### src/rtl/exe_mul_seq_pkg.sv
// Shared execute-stage opcode definitions and multiply-sequencer constants.
// The operation codes match the decoder output encoding used across the EX stage.
package exe_mul_seq_pkg;

    localparam logic [4:0] I_ADD  = 5'd0;
    localparam logic [4:0] I_MUL  = 5'd10;
    localparam logic [4:0] I_MULH = 5'd11;

    localparam int EXE_MUL_ITER = 32;

    function automatic logic is_mul_op(input logic [4:0] op);
        return (op == I_MUL) || (op == I_MULH);
    endfunction

endpackage

### src/rtl/exe_mul_seq_if.sv
// EX-stage request/response bundle between the pipeline and the multiply sequencer.
// The pipeline side is the master; the sequencer is the slave.
interface exe_mul_seq_if #(
    parameter int XLEN = 32
);
    logic [4:0]      optype;
    logic            op_valid;
    logic [XLEN-1:0] data1;
    logic [XLEN-1:0] data2;
    logic            flush;
    logic            stall;
    logic            busy;
    logic            res_valid;
    logic [XLEN-1:0] res;

    modport master (
        output optype, op_valid, data1, data2, flush,
        input  stall, busy, res_valid, res
    );

    modport slave (
        input  optype, op_valid, data1, data2, flush,
        output stall, busy, res_valid, res
    );
endinterface

### src/rtl/exe_mul_seq_mul_iter_core.sv
// Iterative unsigned shift-add multiplier: one multiplier bit per cycle,
// ITER cycles per product, 33-bit add path so the carry out is never lost.
module mul_iter_core #(
    parameter int XLEN = 32,
    parameter int ITER = 32
) (
    input  logic              clk,
    input  logic              rst_n,
    input  logic              start,
    input  logic              abort,
    input  logic [XLEN-1:0]   mcand,
    input  logic [XLEN-1:0]   mplier,
    output logic              done,
    output logic [2*XLEN-1:0] prod
);
    localparam int CW = (ITER > 1) ? $clog2(ITER) : 1;

    logic [XLEN-1:0]   mcand_reg;
    logic [2*XLEN-1:0] acc_reg;
    logic [2*XLEN-1:0] acc_next;
    logic [CW-1:0]     cnt_reg;
    logic              run_reg;
    logic [XLEN:0]     sum;

    // Multiplier occupies the low half and drains out as the partial product shifts in.
    always_comb begin
        sum      = {1'b0, acc_reg[2*XLEN-1:XLEN]} + (acc_reg[0] ? {1'b0, mcand_reg} : '0);
        acc_next = {sum, acc_reg[XLEN-1:1]};
    end

    assign done = run_reg && (cnt_reg == CW'(ITER - 1));
    assign prod = acc_reg;

    always_ff @(posedge clk) begin
        if (!rst_n) begin
            mcand_reg <= '0;
            acc_reg   <= '0;
            cnt_reg   <= '0;
            run_reg   <= 1'b0;
        end else if (abort) begin
            cnt_reg   <= '0;
            run_reg   <= 1'b0;
        end else if (start) begin
            mcand_reg <= mcand;
            acc_reg   <= {{XLEN{1'b0}}, mplier};
            cnt_reg   <= '0;
            run_reg   <= 1'b1;
        end else if (run_reg) begin
            acc_reg   <= acc_next;
            cnt_reg   <= cnt_reg + CW'(1);
            if (done) begin
                run_reg <= 1'b0;
            end
        end
    end

endmodule

### src/rtl/exe_mul_seq.sv
// Multi-cycle MUL/MULH sequencer for the execute stage: stalls the pipeline while
// the shift-add core runs, then presents one result-valid pulse to EX writeback.
module exe_mul_seq
    import exe_mul_seq_pkg::*;
#(
    parameter int XLEN = 32,
    parameter int ITER = EXE_MUL_ITER
) (
    input logic          clk,
    input logic          rst_n,
    exe_mul_seq_if.slave bus
);
    typedef enum logic [1:0] {
        S_IDLE = 2'd0,
        S_RUN  = 2'd1,
        S_DONE = 2'd2
    } state_t;

    state_t            state_reg;
    state_t            state_next;
    logic              sign_reg;
    logic              want_high_reg;
    logic [XLEN-1:0]   res_reg;

    logic              is_mul;
    logic              accept;
    logic [XLEN-1:0]   mag1;
    logic [XLEN-1:0]   mag2;
    logic              core_done;
    logic [2*XLEN-1:0] core_prod;
    logic [2*XLEN-1:0] signed_prod;
    logic [XLEN-1:0]   final_res;
    logic              res_valid;

    assign is_mul = bus.op_valid && is_mul_op(bus.optype);
    assign accept = (state_reg == S_IDLE) && is_mul && !bus.flush;

    // Magnitudes go to an unsigned engine; 0x80000000 maps to itself, which is correct unsigned.
    assign mag1 = bus.data1[XLEN-1] ? -bus.data1 : bus.data1;
    assign mag2 = bus.data2[XLEN-1] ? -bus.data2 : bus.data2;

    mul_iter_core #(
        .XLEN (XLEN),
        .ITER (ITER)
    ) u_core (
        .clk    (clk),
        .rst_n  (rst_n),
        .start  (accept),
        .abort  (bus.flush),
        .mcand  (mag1),
        .mplier (mag2),
        .done   (core_done),
        .prod   (core_prod)
    );

    assign signed_prod = sign_reg ? -core_prod : core_prod;
    assign final_res   = want_high_reg ? signed_prod[2*XLEN-1:XLEN] : signed_prod[XLEN-1:0];

    always_comb begin
        state_next = state_reg;
        case (state_reg)
            S_IDLE:  if (accept) state_next = S_RUN;
            S_RUN:   if (core_done) state_next = S_DONE;
            S_DONE:  state_next = S_IDLE;
            default: state_next = S_IDLE;
        endcase
        if (bus.flush) begin
            state_next = S_IDLE;
        end
    end

    // A flush landing on the DONE cycle squashes the result.
    assign res_valid     = rst_n && (state_reg == S_DONE) && !bus.flush;
    assign bus.res_valid = res_valid;
    assign bus.res       = res_valid ? final_res : res_reg;
    assign bus.busy      = (state_reg == S_RUN);
    assign bus.stall     = rst_n && is_mul && (state_reg != S_DONE);

    always_ff @(posedge clk) begin
        if (!rst_n) begin
            state_reg     <= S_IDLE;
            sign_reg      <= 1'b0;
            want_high_reg <= 1'b0;
            res_reg       <= '0;
        end else begin
            state_reg <= state_next;
            if (accept) begin
                sign_reg      <= bus.data1[XLEN-1] ^ bus.data2[XLEN-1];
                want_high_reg <= (bus.optype == I_MULH);
            end
            if (res_valid) begin
                res_reg <= final_res;
            end
        end
    end

endmodule

### src/flat_wrapper.sv
// flat-port wrapper written by rule: the top's interface ports become plain ports
module exe_mul_seq_flat import exe_mul_seq_pkg::*;
#(
    parameter int XLEN = 32,
    parameter int ITER = EXE_MUL_ITER
)
  (clk, rst_n, bus_optype, bus_op_valid, bus_data1, bus_data2, bus_flush, bus_stall, bus_busy, bus_res_valid, bus_res);
  exe_mul_seq_if #(.XLEN(XLEN)) bus_i ();
  input logic clk;
  input logic rst_n;
  input wire logic [$bits(bus_i.optype)-1:0] bus_optype;
  input wire logic [$bits(bus_i.op_valid)-1:0] bus_op_valid;
  input wire logic [$bits(bus_i.data1)-1:0] bus_data1;
  input wire logic [$bits(bus_i.data2)-1:0] bus_data2;
  input wire logic [$bits(bus_i.flush)-1:0] bus_flush;
  output wire logic [$bits(bus_i.stall)-1:0] bus_stall;
  output wire logic [$bits(bus_i.busy)-1:0] bus_busy;
  output wire logic [$bits(bus_i.res_valid)-1:0] bus_res_valid;
  output wire logic [$bits(bus_i.res)-1:0] bus_res;
  assign bus_i.optype = bus_optype;
  assign bus_i.op_valid = bus_op_valid;
  assign bus_i.data1 = bus_data1;
  assign bus_i.data2 = bus_data2;
  assign bus_i.flush = bus_flush;
  assign bus_stall = bus_i.stall;
  assign bus_busy = bus_i.busy;
  assign bus_res_valid = bus_i.res_valid;
  assign bus_res = bus_i.res;
  exe_mul_seq #(.XLEN(XLEN), .ITER(ITER)) u_core (.clk(clk), .rst_n(rst_n), .bus(bus_i));
endmodule
### config.mk
export PLATFORM = sky130hd
export DESIGN_NAME = exe_mul_seq_flat
export DESIGN_NICKNAME = d
export VERILOG_FILES = /design/src/rtl/exe_mul_seq_pkg.sv /design/src/rtl/exe_mul_seq_if.sv /design/src/rtl/exe_mul_seq_mul_iter_core.sv /design/src/rtl/exe_mul_seq.sv /design/src/flat_wrapper.sv
export SDC_FILE = /design/constraint.sdc
export NUM_CORES = 1
export LEC_CHECK = 0
export BUFFER_PORTS_ARGS = -buffer_cell sky130_fd_sc_hd__buf_2
export CAP_MARGIN = 30
export CELL_PAD_IN_SITES_DETAIL_PLACEMENT = 1
export CELL_PAD_IN_SITES_GLOBAL_PLACEMENT = 2
export CORE_ASPECT_RATIO = 2
export CORE_MARGIN = 8
export CORE_UTILIZATION = 35
export CTS_CLUSTER_SIZE = 20
export DETAILED_ROUTE_END_ITERATION = 7
export GPL_ROUTABILITY_DRIVEN = 0
export PLACE_DENSITY = 0.87
export SYNTH_ARGS = -nofsm -noshare
export SYNTH_HDL_FRONTEND = slang
export SYNTH_HIERARCHICAL = 1
export SYNTH_SLANG_ARGS = --single-unit
### constraint.sdc
create_clock -name clk -period 4.9 [get_ports clk]
set_clock_uncertainty 0.2 [all_clocks]
set_input_delay 0.49 -clock clk [delete_from_list [all_inputs] [get_ports clk]]
set_output_delay 0.49 -clock clk [all_outputs]
set_load 0.005 [all_outputs]
==> flow_metrics.env <==
export IMPL_finalCoreUtilization=0.400
export IMPL_fin_tns_setup_ps=0
export IMPL_routed_wl_met3_um=2260
export IMPL_fmaxAchievable_mhz=236
export IMPL_layout_nets=1618
export IMPL_period_utilization_post_route=0.865
export IMPL_yosys_warnings=6
export IMPL_via_count=11817
export IMPL_io_buffers=107
export IMPL_route_detailed_wl_per_inst_um=21.6
export IMPL_first_global_vias=12329
export IMPL_avgViaCountPerCell=6.07
export IMPL_rsz_0062_raised_after_global_routing="no"
export IMPL_p_per_area_nw_per_um2=223
export IMPL_clkPwrFrac=0.483
export IMPL_dp_hpwl_um=32400
export IMPL_start_util=0.352
export IMPL_synth_seq_area_share=0.246
export IMPL_timing_worst_slew_pin_value_ps=978
export IMPL_worst_ep_required_time_ps=4210
export IMPL_postCtsSetupRepairBufs=0
export IMPL_internal_power_mw=2.08
export IMPL_syn_area_um2=11200
export IMPL_drc=0
export IMPL_largest_reg_flops=64
export IMPL_maximum_number_of_pins_on_one_net_before_global_route_repair=100
export IMPL_avgSynthCellArea_um2=7.74
export IMPL_worstSetupEndpoint="bus_res[8]"
export IMPL_instances_no_fill=1947
export IMPL_postSynthNetCount=1562
export IMPL_finalSetupViolations=0
export IMPL_path_clk_slew_ps=60
export IMPL_synth_ff_latch_count=138
export IMPL_highest_layer="met4"
export IMPL_layout_drive_gt1_share=0.130
export IMPL_rrSetupSlack_ps=990
export IMPL_synth_cell_type_count=88
export IMPL_run_status="finished clean"
export IMPL_initialDrtViolationCount=864
export IMPL_diodes=0
export IMPL_routedLengthMet1_um=16800
export IMPL_tritoncts="yes"
export IMPL_final_hold_violation_count=0
export IMPL_clk_insertion_delay_late_ps=450
export IMPL_h_tree_depth=4
export IMPL_critical_path_class="flop to primary output"
export IMPL_synthToLayoutAreaGrowth_pct=13.4
export IMPL_worst_setup_end_kind="primary output"
export IMPL_chipWidth_um=143
export IMPL_antenna_violations_before_repair=0
export IMPL_synth_async_sr_flop_share=0
export IMPL_timing_max_transition_violations_final=0
export IMPL_timing_critical_path_cells="inv_1 -> ha_1 -> or4b_1 -> nor4_2 -> and3_1 -> a311oi_1 -> nor4_1 -> nor2_1 -> buf_2"
export IMPL_detailroute_wirelength_met2_um=21500
export IMPL_period_minus_slack_ps=4240
export IMPL_postRouteWirelength_um=42100
export IMPL_track_usage=0.217
export IMPL_critical_path_peak_fanout=7
export IMPL_synth_edff_count=0
export IMPL_tritoncts_num_buffers=17
export IMPL_slowest_delay_ps=590
export IMPL_first_pass_grt_wire_length_um=66400
export IMPL_critical_path_n_buffers_inverters=2
export IMPL_dominantRegCellSynth="sky130_fd_sc_hd__dfxtp_1"
export IMPL_swShare=0.267
export IMPL_critical_path_reg2reg_startpoint="u_core/u_core/prod[0]$_SDFFE_PN0P_"
export IMPL_vdd_drop_max_mv=0.243
export IMPL_nFillCells=3979
export IMPL_cts_hold_buffers_added=0
export IMPL_floorplan_die_area_um2=38400
export IMPL_worstPathArrival_ps=3550
export IMPL_reg2regPathDepth=13
export IMPL_startpoint="u_core/u_core/prod[0]$_SDFFE_PN0P_"
export IMPL_maximum_capacitance_violations=0
export IMPL_clock_path_buffers=2
export IMPL_floorplan_die_height_um=269
export IMPL_critPathTopFamily="simple AND/OR/NAND/NOR gates"
export IMPL_io_pins=108
export IMPL_combinational_share_of_power=0.119
export IMPL_slowest_stage="sky130_fd_sc_hd__or4b_1"
export IMPL_grt_overflow=0
export IMPL_total_switching_power_mw=0.761
export IMPL_cp_start_kind="flop"
export IMPL_worst_min_delay_path_category="input port to flop"
export IMPL_layout_cells_most_common="sky130_fd_sc_hd__nand2_1"
export IMPL_numClockSinks=138
export IMPL_std_cell_rows=93
export IMPL_post_cts_resized_instances=0
export IMPL_cellLeakagePower_nw=5.22
export IMPL_p_seq_frac=0.399
export IMPL_mostFrequentLayoutCells="193 x sky130_fd_sc_hd__nand2_1, 138 x sky130_fd_sc_hd__dfxtp_1, 107 x sky130_fd_sc_hd__buf_2"
export IMPL_drt_antenna_violating_nets=0
export IMPL_clock_tree_root_cell="sky130_fd_sc_hd__clkbuf_16"
export IMPL_dpl_cell_count=1914
export IMPL_gate_count_post_synth=1451
export IMPL_timing_max_slew_rel_slack=0.348
export IMPL_core_area_um2=31900
export IMPL_drtPass1Iterations=7
export IMPL_critical_path_reg2reg_endpoint="u_core/u_core/prod[63]$_SDFFE_PN0P_"
export IMPL_crit_cells=9
## per-layer routing
metal,track usage,vias up
li1,-,5494
met1,0.247,5832
met2,0.386,389
met3,0.0365,102
met4,0.0934,0
met5,0,-
## Yosys cell counts (25+ instances only)
cell,number,share of area
sky130_fd_sc_hd__o21ai_0,66,0.029
sky130_fd_sc_hd__clkbuf_1,77,0.026
sky130_fd_sc_hd__dfxtp_1,138,0.25
sky130_fd_sc_hd__inv_1,27,0.0090
sky130_fd_sc_hd__nand2_1,193,0.064
sky130_fd_sc_hd__nand3_1,30,0.013
sky130_fd_sc_hd__or4_1,26,0.017
sky130_fd_sc_hd__nor3_1,48,0.021
sky130_fd_sc_hd__nand4_1,31,0.017
sky130_fd_sc_hd__xnor2_1,92,0.072
sky130_fd_sc_hd__a21oi_1,53,0.024
sky130_fd_sc_hd__and2_1,50,0.028
sky130_fd_sc_hd__nor4_1,33,0.018
sky130_fd_sc_hd__mux2i_1,56,0.050
sky130_fd_sc_hd__o211a_1,32,0.029
sky130_fd_sc_hd__o31ai_1,25,0.017
sky130_fd_sc_hd__a21boi_0,36,0.024
sky130_fd_sc_hd__nor2_1,83,0.028
sky130_fd_sc_hd__ha_1,37,0.041
sky130_fd_sc_hd__or3_1,27,0.015
## cells by family (layout without fill, tap and decap cells)
logic type | after synthesis | in the layout | synth area share
AND/OR/NAND/NOR | 615 | 615 | 0.292
AO/OA/AOI/OAI | 374 | 374 | 0.240
flip-flops | 138 | 138 | 0.246
buffers and inverters | 116 | 185 | 0.0402
XOR/XNOR | 112 | 112 | 0.0873
multiplexers | 58 | 58 | 0.0519
adder cells (fa/ha/maj) | 38 | 38 | 0.0430
## metrics by stage
| step | setup slack, ps | instance area, um^2 | total power [mW] | hold slack, ps |
|---|---|---|---|---|
| 3_5_place_dp | 1090 | 12100 | 1.49 | 263 |
| 4_1_cts | 718 | 12700 | 2.88 | 71.9 |
| 2_1_floorplan | 1660 | 11200 | 1.37 | 236 |
| 6_report | 662 | 12700 | 2.85 | 101 |
| 5_1_grt | 506 | 12700 | 2.95 | 95.7 |
| 3_3_place_gp | 1210 | 12100 | 1.48 | 246 |
## power by group through the flow
stage	registers (mW)	logic (mW)	clock network (mW)
floorplan	1.16	0.217	0
global placement	1.16	0.325	0
detailed placement	1.16	0.333	0
CTS	1.13	0.335	1.41
global route	1.13	0.363	1.45
finish	1.13	0.337	1.37
## worst min-delay path, stage by stage
cell                      delay, ps
sky130_fd_sc_hd__buf_2          100
sky130_fd_sc_hd__nand3_1         50
sky130_fd_sc_hd__a21oi_1         60
## worst min path at each step
| stage | cells after the start | from | end | slack, ps |
|---|---|---|---|---|
| final | 3 | bus_optype[0] | u_core/want_high_reg$_SDFFE_PN0P_ | 100 |
| after global routing | 3 | bus_optype[0] | u_core/want_high_reg$_SDFFE_PN0P_ | 100 |
| after CTS | 3 | bus_optype[0] | u_core/want_high_reg$_SDFFE_PN0P_ | 70 |
| after detailed placement | 2 | u_core/u_core/mcand_reg[9]$_SDFFE_PN0P_ | u_core/u_core/mcand_reg[9]$_SDFFE_PN0P_ | 260 |
| after global placement | 2 | u_core/res_reg[29]$_SDFF_PN0_ | u_core/res_reg[29]$_SDFF_PN0_ | 250 |
| after floorplan | 2 | u_core/res_reg[29]$_SDFF_PN0_ | u_core/res_reg[29]$_SDFF_PN0_ | 240 |
## final cells by class
type                            count  area [um^2]  share of cell area
Multi-Input combinational cell   1197         8030               0.630
Sequential cell                   138         2760               0.217
Tap cell                          427          534              0.0419
Inverter                           28          105             0.00825
Timing Repair Buffer              125          691              0.0542
Clock buffer                       18          439              0.0345
Clock inverter                     14          183              0.0143
(Power assumes the default switching activity.)
